==> src/rtl/ddr_refresh_if.sv <==
// Refresh handshake between the DDR4 command scheduler (master) and the refresh timer (slave).
interface ddr_refresh_if;
  logic       ini_done;
  logic       act_idle;
  logic       rw_idle;
  logic       clear_refresh;
  logic       refresh_almost;
  logic       refresh_rdy;
  logic       refresh_urgent;
  logic       busy;
  logic       refresh_done;
  logic [3:0] pend_cnt;

  modport master (
    output ini_done, act_idle, rw_idle, clear_refresh,
    input  refresh_almost, refresh_rdy, refresh_urgent, busy, refresh_done, pend_cnt
  );

  modport slave (
    input  ini_done, act_idle, rw_idle, clear_refresh,
    output refresh_almost, refresh_rdy, refresh_urgent, busy, refresh_done, pend_cnt
  );
endinterface

==> src/rtl/ddr_refresh_ctrl.sv <==
// tREFI/tRFC refresh timer with JEDEC postpone tracking; all flags registered (1-cycle response to inputs).
// Urgent refresh overrides idle backpressure; REF_PULL_IN_EN enables pull-in refresh credits.
module ddr_refresh_ctrl #(
  parameter int TREFI         = 6240,
  parameter int TRFC          = 280,
  parameter int ALMOST_WINDOW = 64,
  parameter int MAX_POSTPONE  = 8,
  parameter int CNT_W         = 16
) (
  input logic          CK_t,
  input logic          RESET_n,
  ddr_refresh_if.slave rif
);

  typedef enum logic [1:0] {IDLE, COUNT, REQ, RFC} state_t;

  localparam logic [CNT_W-1:0] TREFI_LAST = CNT_W'(TREFI - 1);
  localparam logic [CNT_W-1:0] TRFC_LAST  = CNT_W'(TRFC - 1);
  localparam logic [CNT_W-1:0] ALMOST_AT  = CNT_W'(TREFI - ALMOST_WINDOW);
  localparam logic [3:0]       PEND_MAX   = 4'(MAX_POSTPONE);

  state_t           state, state_nxt;
  logic [CNT_W-1:0] refresh_cnt, refresh_cnt_nxt;
  logic [CNT_W-1:0] rfc_cnt, rfc_cnt_nxt;
  logic [3:0]       pend, pend_nxt;
  logic             almost_q, almost_nxt;
  logic             rdy_q, urgent_q, busy_q;
  logic             done_q, done_nxt;
  logic             both_idle, urgent_now, wrap, clear_ok, due;
`ifdef REF_PULL_IN_EN
  logic [3:0]       credit, credit_nxt;
  logic [3:0]       idle_cnt, idle_cnt_nxt;
`endif

  assign both_idle  = rif.act_idle & rif.rw_idle;
  assign urgent_now = (pend == PEND_MAX);
  assign wrap       = (state != IDLE) && (refresh_cnt == TREFI_LAST);
  assign due        = urgent_now || ((pend != 4'd0) && both_idle);
`ifdef REF_PULL_IN_EN
  assign clear_ok   = (state == REQ) && rif.clear_refresh && ((pend != 4'd0) || (credit < PEND_MAX));
`else
  assign clear_ok   = (state == REQ) && rif.clear_refresh && (pend != 4'd0);
`endif

  always_ff @(posedge CK_t or negedge RESET_n) begin
    if (!RESET_n) begin
      state       <= IDLE;
      refresh_cnt <= '0;
      rfc_cnt     <= '0;
      pend        <= '0;
      almost_q    <= 1'b0;
      rdy_q       <= 1'b0;
      urgent_q    <= 1'b0;
      busy_q      <= 1'b0;
      done_q      <= 1'b0;
`ifdef REF_PULL_IN_EN
      credit      <= '0;
      idle_cnt    <= '0;
`endif
    end else begin
      state       <= state_nxt;
      refresh_cnt <= refresh_cnt_nxt;
      rfc_cnt     <= rfc_cnt_nxt;
      pend        <= pend_nxt;
      almost_q    <= almost_nxt;
      rdy_q       <= (state_nxt == REQ);
      urgent_q    <= (pend_nxt == PEND_MAX);
      busy_q      <= (state_nxt == RFC);
      done_q      <= done_nxt;
`ifdef REF_PULL_IN_EN
      credit      <= credit_nxt;
      idle_cnt    <= idle_cnt_nxt;
`endif
    end
  end

  always_comb begin
    state_nxt       = state;
    refresh_cnt_nxt = refresh_cnt;
    rfc_cnt_nxt     = rfc_cnt;
    pend_nxt        = pend;
    done_nxt        = 1'b0;
    almost_nxt      = 1'b0;
`ifdef REF_PULL_IN_EN
    credit_nxt      = credit;
    idle_cnt_nxt    = 4'd0;
`endif
    if (!rif.ini_done) begin
      // soft reset: everything returns to its post-reset value
      state_nxt       = IDLE;
      refresh_cnt_nxt = '0;
      rfc_cnt_nxt     = '0;
      pend_nxt        = '0;
`ifdef REF_PULL_IN_EN
      credit_nxt      = '0;
`endif
    end else begin
      if (state != IDLE)
        refresh_cnt_nxt = wrap ? '0 : refresh_cnt + CNT_W'(1);

      // a REF issued on the same cycle as an expiry services that expiry
      if (clear_ok && !wrap) begin
`ifdef REF_PULL_IN_EN
        if (pend != 4'd0) pend_nxt = pend - 4'd1;
        else              credit_nxt = credit + 4'd1;
`else
        pend_nxt = pend - 4'd1;
`endif
      end else if (wrap && !clear_ok) begin
`ifdef REF_PULL_IN_EN
        if (credit != 4'd0)         credit_nxt = credit - 4'd1;
        else if (pend < PEND_MAX)   pend_nxt = pend + 4'd1;
`else
        if (pend < PEND_MAX) pend_nxt = pend + 4'd1;
`endif
      end

      unique case (state)
        IDLE:  state_nxt = COUNT;
        COUNT: begin
          if (due) begin
            state_nxt = REQ;
`ifdef REF_PULL_IN_EN
          end else if ((pend == 4'd0) && both_idle) begin
            idle_cnt_nxt = (idle_cnt == 4'd15) ? idle_cnt : idle_cnt + 4'd1;
            if ((idle_cnt == 4'd15) && (credit < PEND_MAX))
              state_nxt = REQ;
`endif
          end
        end
        REQ: begin
          if (clear_ok) begin
            state_nxt   = RFC;
            rfc_cnt_nxt = '0;
          end else if (!urgent_now && !both_idle) begin
            state_nxt = COUNT;
          end
        end
        RFC: begin
          if (rfc_cnt == TRFC_LAST) begin
            done_nxt  = 1'b1;
            state_nxt = due ? REQ : COUNT;
          end else begin
            rfc_cnt_nxt = rfc_cnt + CNT_W'(1);
          end
        end
        default: state_nxt = IDLE;
      endcase
    end

    almost_nxt = (state_nxt != IDLE) && ((pend_nxt != 4'd0) || (refresh_cnt_nxt >= ALMOST_AT));
`ifdef REF_PULL_IN_EN
    if (credit_nxt != 4'd0) almost_nxt = 1'b0;
`endif
  end

  assign rif.refresh_almost = almost_q;
  assign rif.refresh_rdy    = rdy_q;
  assign rif.refresh_urgent = urgent_q;
  assign rif.busy           = busy_q;
  assign rif.refresh_done   = done_q;
  assign rif.pend_cnt       = pend;

endmodule

==> src/flat_wrapper.sv <==
// flat-port wrapper written by rule: the top's interface ports become plain ports
module ddr_refresh_ctrl_flat 
#(
  parameter int TREFI         = 6240,
  parameter int TRFC          = 280,
  parameter int ALMOST_WINDOW = 64,
  parameter int MAX_POSTPONE  = 8,
  parameter int CNT_W         = 16
)
  (CK_t, RESET_n, rif_ini_done, rif_act_idle, rif_rw_idle, rif_clear_refresh, rif_refresh_almost, rif_refresh_rdy, rif_refresh_urgent, rif_busy, rif_refresh_done, rif_pend_cnt);
  ddr_refresh_if rif_i ();
  input logic CK_t;
  input logic RESET_n;
  input wire logic [$bits(rif_i.ini_done)-1:0] rif_ini_done;
  input wire logic [$bits(rif_i.act_idle)-1:0] rif_act_idle;
  input wire logic [$bits(rif_i.rw_idle)-1:0] rif_rw_idle;
  input wire logic [$bits(rif_i.clear_refresh)-1:0] rif_clear_refresh;
  output wire logic [$bits(rif_i.refresh_almost)-1:0] rif_refresh_almost;
  output wire logic [$bits(rif_i.refresh_rdy)-1:0] rif_refresh_rdy;
  output wire logic [$bits(rif_i.refresh_urgent)-1:0] rif_refresh_urgent;
  output wire logic [$bits(rif_i.busy)-1:0] rif_busy;
  output wire logic [$bits(rif_i.refresh_done)-1:0] rif_refresh_done;
  output wire logic [$bits(rif_i.pend_cnt)-1:0] rif_pend_cnt;
  assign rif_i.ini_done = rif_ini_done;
  assign rif_i.act_idle = rif_act_idle;
  assign rif_i.rw_idle = rif_rw_idle;
  assign rif_i.clear_refresh = rif_clear_refresh;
  assign rif_refresh_almost = rif_i.refresh_almost;
  assign rif_refresh_rdy = rif_i.refresh_rdy;
  assign rif_refresh_urgent = rif_i.refresh_urgent;
  assign rif_busy = rif_i.busy;
  assign rif_refresh_done = rif_i.refresh_done;
  assign rif_pend_cnt = rif_i.pend_cnt;
  ddr_refresh_ctrl #(.TREFI(TREFI), .TRFC(TRFC), .ALMOST_WINDOW(ALMOST_WINDOW), .MAX_POSTPONE(MAX_POSTPONE), .CNT_W(CNT_W)) u_core (.CK_t(CK_t), .RESET_n(RESET_n), .rif(rif_i));
endmodule
==> config.mk <==
export PLATFORM = sky130hd
export DESIGN_NAME = ddr_refresh_ctrl_flat
export DESIGN_NICKNAME = d
export VERILOG_FILES = /design/src/rtl/ddr_refresh_if.sv /design/src/rtl/ddr_refresh_ctrl.sv /design/src/flat_wrapper.sv
export SDC_FILE = /design/constraint.sdc
export NUM_CORES = 1
export LEC_CHECK = 0
export CAP_MARGIN = 30
export CORE_AREA = 3 3 67 69
export DETAILED_ROUTE_END_ITERATION = 10
export DIE_AREA = 0 0 70 72
export PLACE_DENSITY = 0.82
export SLEW_MARGIN = 10
export SYNTH_ARGS = -nofsm -noshare
export SYNTH_HDL_FRONTEND = slang
export SYNTH_SLANG_ARGS = --single-unit
==> constraint.sdc <==
create_clock -name CK_t -period 4.3 [get_ports CK_t]
set_clock_uncertainty 0.15 [all_clocks]
set_input_delay 0.645 -clock CK_t [delete_from_list [all_inputs] [get_ports CK_t]]
set_output_delay 0.645 -clock CK_t [all_outputs]
set_load 0.005 [all_outputs]
# ---- Word-level counts from Yosys, hierarchy flattened
# Index checks and enable logic that the tools add are counted.
# Widths: inputs -> output; s select.
dict set report totals {
  latch_bits 0
  memories 0
  mem_bits_rw 0
  regBits 43
  elab_cells 69
  mem_bits_ro 0
}
dict set report classes {
  magnitude_cmp 2
  n_addsub 4
  n_eq_ne 12
  shifts 0
  n_reduce_logical 20
  div 0
  bitwise_logic 1
  multipliers 0
  mux 21
}
# op count
set op_table {}
lappend op_table {{$mux 16} 6}
lappend op_table {{$add 16x1->16 const B} 2}
lappend op_table {{$pmux 16 s2} 1}
lappend op_table {{$eq 16x13->1 const B} 1}
lappend op_table {{$eq 16x9->1 const B} 1}
lappend op_table {{$ge 16x13->1 const B} 1}
lappend op_table {{$mux 4} 4}
lappend op_table {{$mux 2} 6}
lappend op_table {{$eq 2x2->1 const B} 4}
lappend op_table {{$eq 4x4->1 const B} 2}
lappend op_table {{$logic_and 1x1->1} 8}
lappend op_table {{$pmux 2 s4} 1}
lappend op_table {{$reduce_bool 4->1} 2}
lappend op_table {{$add 4x1->4 const B} 1}
lappend op_table {{$logic_not 1->1} 4}
lappend op_table {{$lt 4x4->1 const B} 1}
lappend op_table {{$reduce_bool 2->1} 2}
lappend op_table {{$sub 4x1->4 const B} 1}
lappend op_table {{$mux 1} 3}
lappend op_table {{$ne 3x1->1 const B} 1}
lappend op_table {{$ne 3x2->1 const B} 1}
lappend op_table {{$ne 3x3->1 const B} 1}
lappend op_table {{$reduce_and 3->1} 1}
lappend op_table {{$eq 2x1->1 const B} 1}
lappend op_table {{3 further kinds} 4}

# ---- Longest topological paths before layout
# Gate-level depths: netlist of run 1.
dict set report depth {
  ltp_word 11
  ltp_mapped 8
  ltp_nobuf 8
}

# ---- Worst setup path before layout of run 1
# No wires, ideal clock.
dict set report synth_path {
  path_kind {flip-flop to flip-flop}
  from {register u_core.refresh_cnt[0]}
  to {register u_core.almost_q, in the netlist u_core.rif.refresh_almost}
  required_time_ps 4002
  path_slack_ps 1991
  arrival_time_ps 2011
  stages_incl_launch_ff 8
  path_cell_list {dfrtp_1 -> ha_1 -> and4bb_1 -> and4_4 -> buf_6 -> a311o_1 -> a311o_1 -> nand4b_4}
}
dict set report synth_via {
  elab_chain_cells 9
}
# item line
set synth_lines {}
lappend synth_lines {{from (decl)} ddr_refresh_ctrl.sv:23} ;# logic [CNT_W-1:0] refresh_cnt, refresh_cnt_nxt;
lappend synth_lines {{from (signal assigned)} ddr_refresh_ctrl.sv:62} ;# refresh_cnt <= refresh_cnt_nxt;
lappend synth_lines {{parallel branches: the longest is 7 deep, another holds $add 16x1->16} --}
lappend synth_lines {{$logic_or 1x1->1 *} ddr_refresh_ctrl.sv:151} ;# almost_nxt = (state_nxt != IDLE) && ((pend_nxt != 4'd0) || (refresh_cnt_nxt >= ALMOST_AT));
lappend synth_lines {{$logic_and 1x1->1 *} ddr_refresh_ctrl.sv:151}
lappend synth_lines {{via u_core.almost_nxt} ddr_refresh_ctrl.sv:26} ;# logic almost_q, almost_nxt;
lappend synth_lines {{to (signal assigned)} ddr_refresh_ctrl.sv:65} ;# almost_q <= almost_nxt;
lappend synth_lines {{to (decl)} ddr_refresh_ctrl.sv:26}
# Mark *: on every way through the listed nets, which the timed path passes.
# A chain may end at the register's enable or synchronous reset.

# ---- Worst setup path in the final report of run 1
dict set report layout_path {
  from {register u_core.pend[1], in the netlist u_core.rif.pend_cnt[1]}
  to {register u_core.almost_q, in the netlist u_core.rif.refresh_almost}
}
dict set report layout_via {
  elab_chain_cells 10
}
# item line
set layout_lines {}
lappend layout_lines {{from (decl)} ddr_refresh_ctrl.sv:25} ;# logic [3:0] pend, pend_nxt;
lappend layout_lines {{from (signal assigned)} ddr_refresh_ctrl.sv:64} ;# pend <= pend_nxt;
lappend layout_lines {{parallel branches: the longest is 9 deep, another holds $add 4x1->4} --}
lappend layout_lines {{$logic_and 1x1->1 *} ddr_refresh_ctrl.sv:151}
lappend layout_lines {{via u_core.almost_nxt} ddr_refresh_ctrl.sv:26}
# Marks and branches as above.

==> impl_metrics.yaml, run 1 <==
status:
  status: "completed"
clock_tree:
  cts_setup_buffers: 0
  cts_tree: "done"
  numCtsBuffers: 5
  clock_path_buffers: 2
  cts.sinks: 43
  cts_hold_buf: 0
  clk_pin_slew_ps: 80
  htreeDepth: 2
  clk-insertion-delay-late_ps: 300
  cts-root-buf: "clkbuf_8"
  cts_resized: 0
detailed_routing:
  viasPerCell: 5.91
  antenna_left: 0
  dr.pass1.iters: 4
  wl_mm: 4.78
  vias: 1934
  wl_per_cell_um: 14.6
  drc_errors: 0
  dr.first_iter.drc_count: 100
pwr:
  ir_drop_uv: 343
  leakagePower_nw: 1.18
  powerDensity_nw_per_um2: 277
final_layout:
  diodes: 0
  final_common_cell: "dfrtp_1"
  layout.nets: 287
  area_growth_pct: 11.1
  final_cells: 327
  fin_util: 0.695
  layout_common_cells: "dfrtp_1 (43), nor2_1 (42), nand2_1 (23)"
  drive_gt1_frac: 0.0650
logic_synthesis:
  synth_edf_count: 0
  synthesis.nets: 274
  synth-seq-cells: 43
  synth_warnings: 0
  async_flop_share: 1.00
  syn-cell-area_um2: 2480
  syn_inst: 263
  post_synth_num_cell_types: 52
  ys_seq_area_frac: 0.433
  avgSynthCellArea_um2: 9.45
  ys.flop_type: "dfrtp_1"
critical_path:
  crit_fanout: 6
  cp-end-kind: "register"
  critPathRequiredTime_ps: 4310
  path_class: "register to register"
  critPathArrivalTime_ps: 2540
  r2r_slack_ps: 1770
  start_kind: "register"
sta:
  setup_viol: 0
  maxClockFrequency_mhz: 395
  fin_crit_sh: 0.589
  timing.hold.ws_ps: 14.5
  fin_setup_tns_ps: 0
  final.min_clock_period_ps: 2530
  maxSlewHeadroom: 0.606
  hold_viol_final: 0
  tightest_slew_ps: 584
  rsz0062_at_grt: "false"
  final_max_slew_viol_count: 0
min_path:
  hold_path.class: "input pin to asynchronous set/reset pin"
place:
  place_inst: 318
  io_buffer_count: 14
  hpwl_mm: 3.39
  gp_congestion: 0.880
global_routing:
  grt_pass1_wl_mm: 8.29
  antenna_found_initial: 0
  grt_pass1_vias: 1867
  grt_remaining_overflow: 0
  grt.total_usage: 0.201
  grt_max_degree: 44
job:
  maxCapViolCount: 0
die:
  dieArea_um2: 5040
  core-area_um2: 3970
  start_util: 0.626
  row_count: 23
  die_w_um: 70
  pin_count: 15
  fp.dieH_um: 72
[synth_stat cells (5+ instances only)]
cell type / number / area share
mux2i_1: 5 / 0.020
nand4_1: 10 / 0.025
dfrtp_1: 43 / 0.43
and2_1: 5 / 0.013
nand2_1: 23 / 0.035
xnor2_1: 13 / 0.046
ha_1: 5 / 0.025
nor2_1: 42 / 0.063
and3_1: 6 / 0.015
xor2_1: 15 / 0.053
nand3_1: 14 / 0.028
o21ai_0: 11 / 0.022
inv_1: 7 / 0.011
[metal layers]
layer / vias up / share of wire / GRT usage
li1: 951 / - / -
met1: 934 / 0.47 / 0.255
met2: 43 / 0.49 / 0.348
met3: 6 / 0.032 / 0.0402
met4: 0 / 0.011 / 0.0638
met5: - / 0 / 0
[stage by stage]
stage	power (mW)	worst slack, ps	instance area, um2
after floorplan	0.428	1990	2480
after global placement	0.443	1690	2620
after detailed placement	0.444	1630	2620
after CTS	0.766	1780	2740
after global routing	0.786	1520	2760
final	0.764	1770	2760
[area by class of cell]
| cell class | instances | area (um2) |
|---|---|---|
| fillers | 303 | 1210 |
| inverters | 7 | 26.3 |
| well taps | 50 | 62.6 |
| repair buffers | 16 | 163 |
| multi-input cells | 203 | 1320 |
| clock buffers | 6 | 82.6 |
| clock inverters | 2 | 35.0 |
| flip-flops and latches | 43 | 1080 |
[flip-flops by register name (all words and copies together) (netlist names)]
register and count:
u_core.rif.busy 1, u_core.rfc_cnt 16, u_core.rif.pend_cnt 4, u_core.rif.refresh_done 1
u_core.rif.refresh_urgent 1, u_core.rif.refresh_almost 1, u_core.rif.refresh_rdy 1, u_core.refresh_cnt 16
u_core.state 2
[power by group]
part | switching (mW) | internal, mW | leakage [nW] | total [mW]
combinational | 0.0181 | 0.0102 | 0.524 | 0.0283
clock | 0.138 | 0.188 | 0.0612 | 0.326
sequential | 0.00339 | 0.406 | 0.597 | 0.409
total | 0.160 | 0.604 | 1.18 | 0.764
[final timing paths]
check                      cells past startpoint              startpoint                   endpoint
setup / recovery                               7  u_core.rif.pend_cnt[1]  u_core.rif.refresh_almost
hold / removal                                 1                 RESET_n         u_core.rfc_cnt[15]
setup reg to reg                               7  u_core.rif.pend_cnt[1]  u_core.rif.refresh_almost
hold reg to reg                                2       u_core.rfc_cnt[1]          u_core.rfc_cnt[1]
max in group asynchronous                      2                 RESET_n  u_core.rif.refresh_urgent
min in group CK_t                              2       u_core.rfc_cnt[1]          u_core.rfc_cnt[1]
[kinds of logic after synthesis]
kind of cell | Yosys count | share of synthesized area
flip-flops | 43 | 0.433
adder cells (fa/ha/maj) | 5 | 0.0252
multiplexers | 5 | 0.0201
AND/OR/NAND/NOR | 129 | 0.283
XOR/XNOR | 28 | 0.0987
AO/OA/AOI/OAI | 36 | 0.102
buffers and inverters | 17 | 0.0373
[critical path, stage by stage (launching register included)]
cell	delay, ps
dfrtp_1	440
inv_1	140
ha_1	210
nor3b_1	390
nor2_1	180
a311o_1	370
a311o_1	350
nand4b_4	170
(Power assumes the default switching activity.)
==> run 2, diff against run 1 <==
--- a/config.mk
+++ b/config.mk
@@ -6,10 +6,10 @@
 export NUM_CORES = 1
 export LEC_CHECK = 0
 export CAP_MARGIN = 30
-export CORE_AREA = 3 3 67 69
+export CORE_AREA = 3 3 73 75
 export DETAILED_ROUTE_END_ITERATION = 10
-export DIE_AREA = 0 0 70 72
-export PLACE_DENSITY = 0.82
+export DIE_AREA = 0 0 76 78
+export PLACE_DENSITY = 0.73
 export SLEW_MARGIN = 10
 export SYNTH_ARGS = -nofsm -noshare
 export SYNTH_HDL_FRONTEND = slang
==> constraint.sdc (replaced) <==
create_clock -name CK_t -period 2.1 [get_ports CK_t]
set_clock_uncertainty 0.15 [all_clocks]
set_input_delay 0.315 -clock CK_t [delete_from_list [all_inputs] [get_ports CK_t]]
set_output_delay 0.315 -clock CK_t [all_outputs]
set_load 0.005 [all_outputs]
==> run 2 against run 1 <==
Against the previous run:
- the flow now finishes with violations (setup timing)
- setup slack got worse by 1800 ps
- wire length up 21%
- cell count increased by 25%
- largest cell class unchanged
- largest power group unchanged
- worst hold slack better by 380 ps
- combinational power rose to 2.8 times the previous value
- critical path type unchanged
==> impl_metrics.yaml, run 2 (synthesis results as in run 1) <==
pwr:
  ir_drop_uv: 327
  powerDensity_nw_per_um2: 426
  total_power_mw: 1.42
  leakagePower_nw: 1.52
detailed_routing:
  vias: 2253
  wl_per_cell_um: 14.2
  viasPerCell: 5.51
  antenna_left: 0
  drc_errors: 0
  dr.first_iter.drc_count: 102
  dr.pass1.iters: 5
  wl_mm: 5.80
final_layout:
  diodes: 0
  area_growth_pct: 33.9
  layout.nets: 352
  final_cells: 409
  fillCellCount: 372
  fin_util: 0.705
  final_common_cell: "buf_4"
  layout_common_cells: "buf_4 (65), dfrtp_1 (43), nor2_1 (41)"
  drive_gt1_frac: 0.284
die:
  fp.dieH_um: 78
  dieArea_um2: 5930
  start_util: 0.526
  core-area_um2: 4720
  row_count: 25
  die_w_um: 76
  pin_count: 15
critical_path:
  ff2ff_path_depth: 7
  r2r_slack_ps: -60
  critPathRequiredTime_ps: 2120
  r2r-end: "u_core.rif.refresh_almost"
  critPathArrivalTime_ps: 2180
  r2r_start: "u_core.refresh_cnt[1]"
  crit_fanout: 5
  path_class: "register to register"
  cp-end-kind: "register"
  start_kind: "register"
global_routing:
  grt_pass1_vias: 2113
  grt_remaining_overflow: 0
  grt.total_usage: 0.195
  antenna_found_initial: 0
  grt_max_degree: 44
  grt_pass1_wl_mm: 9.49
clock_tree:
  clk_pin_slew_ps: 80
  clk-insertion-delay-late_ps: 290
  clock_path_buffers: 2
  cts_tree: "done"
  cts.sinks: 43
  numCtsBuffers: 5
  cts-root-buf: "clkbuf_8"
  htreeDepth: 2
status:
  violations: "setup timing"
  status: "finished with violations"
job:
  maxCapViolCount: 0
sta:
  maxSlewHeadroom: 0.638
  setup_slack_ps: -62.8
  maxClockFrequency_mhz: 462
  fin_crit_sh: 1.03
  hold_viol_final: 0
  final.min_clock_period_ps: 2160
  setup_viol: 1
  tightest_slew_ps: 543
  timing.hold.ws_ps: 397
  rsz0062_at_grt: "true"
  final_max_slew_viol_count: 0
place:
  place_ws_ps: -132
  hpwl_mm: 4.19
  io_buffer_count: 14
  gp_congestion: 0.831
  place_inst: 392
min_path:
  hold_path.class: "register to register"
  hold_start: "u_core.rfc_cnt[15]"
  min_path_cells: 2
  min_to: "u_core.rfc_cnt[15]"
[run 2: cell types whose count changed in the layout (fill, tap and decap cells not counted), sizes merged]
cell / before / now
clkbuf: 6 / 5
dlygate4sd3: 0 / 1
clkinv: 1 / 3
buf: 3 / 67
bufinv: 1 / 0
[run 2: power by group]
part | leakage, nW | total [mW] | switching (mW) | internal, mW
combinational | 0.872 | 0.0794 | 0.0462 | 0.0332
sequential | 0.597 | 0.835 | 0.00391 | 0.831
clock | 0.0477 | 0.505 | 0.277 | 0.228
[run 2: worst max path at each step]
stage,startpoint,endpoint,slack (ps),cells past startpoint
5_1_grt,u_core.rif.pend_cnt[0],u_core.rif.refresh_almost,-150,8
2_1_floorplan,u_core.refresh_cnt[1],u_core.rif.refresh_almost,-140,8
4_1_cts,u_core.refresh_cnt[1],u_core.rif.refresh_almost,-70,7
6_report,u_core.refresh_cnt[1],u_core.rif.refresh_almost,-60,7
3_5_place_dp,u_core.rif.pend_cnt[0],u_core.rif.refresh_almost,-130,8
3_3_place_gp,u_core.rfc_cnt[6],u_core.rfc_cnt[15],-80,8
[run 2: what timing repair did]
item | CTS | global route
gates resized for setup | 5 | 17
hold buffers | 1 | 0
pin swaps | 1 | 9
setup buffers | 0 | 8
hold endpoints to repair | 43 | 0
setup endpoints to repair | 14 | 17
[run 2: layout make-up]
type / count / area (um2) / area share
inverters: 7 / 26.3 / 0.00789
clock buffers: 5 / 68.8 / 0.0207
multi-input cells: 203 / 1410 / 0.425
clock inverters: 3 / 15.0 / 0.00451
well taps: 67 / 83.8 / 0.0252
repair buffers: 81 / 644 / 0.194
flip-flops and latches: 43 / 1080 / 0.323
[run 2: per-layer routing]
metal | vias up | track usage | share of wire
met1 | 1085 | 0.240 | 0.44
met3 | 9 | 0.0290 | 0.031
met2 | 58 | 0.356 | 0.52
met5 | - | 0 | 0
met4 | 0 | 0.0543 | 0.016
li1 | 1101 | - | -
[run 2: stage by stage]
step | cell area [um2] | TNS (ps)
2_1_floorplan | 2500 | -135
3_3_place_gp | 3090 | -273
3_5_place_dp | 3090 | -766
4_1_cts | 3210 | -66.0
5_1_grt | 3330 | -357
6_report | 3330 | -62.8
[run 2: critical path, cell delays in order (launching register included)]
cell	delay [ps]
dfrtp_1	400
ha_4	150
and4bb_1	250
and4_4	280
a21oi_2	60
a311o_1	280
a311o_1	330
nand4b_4	160
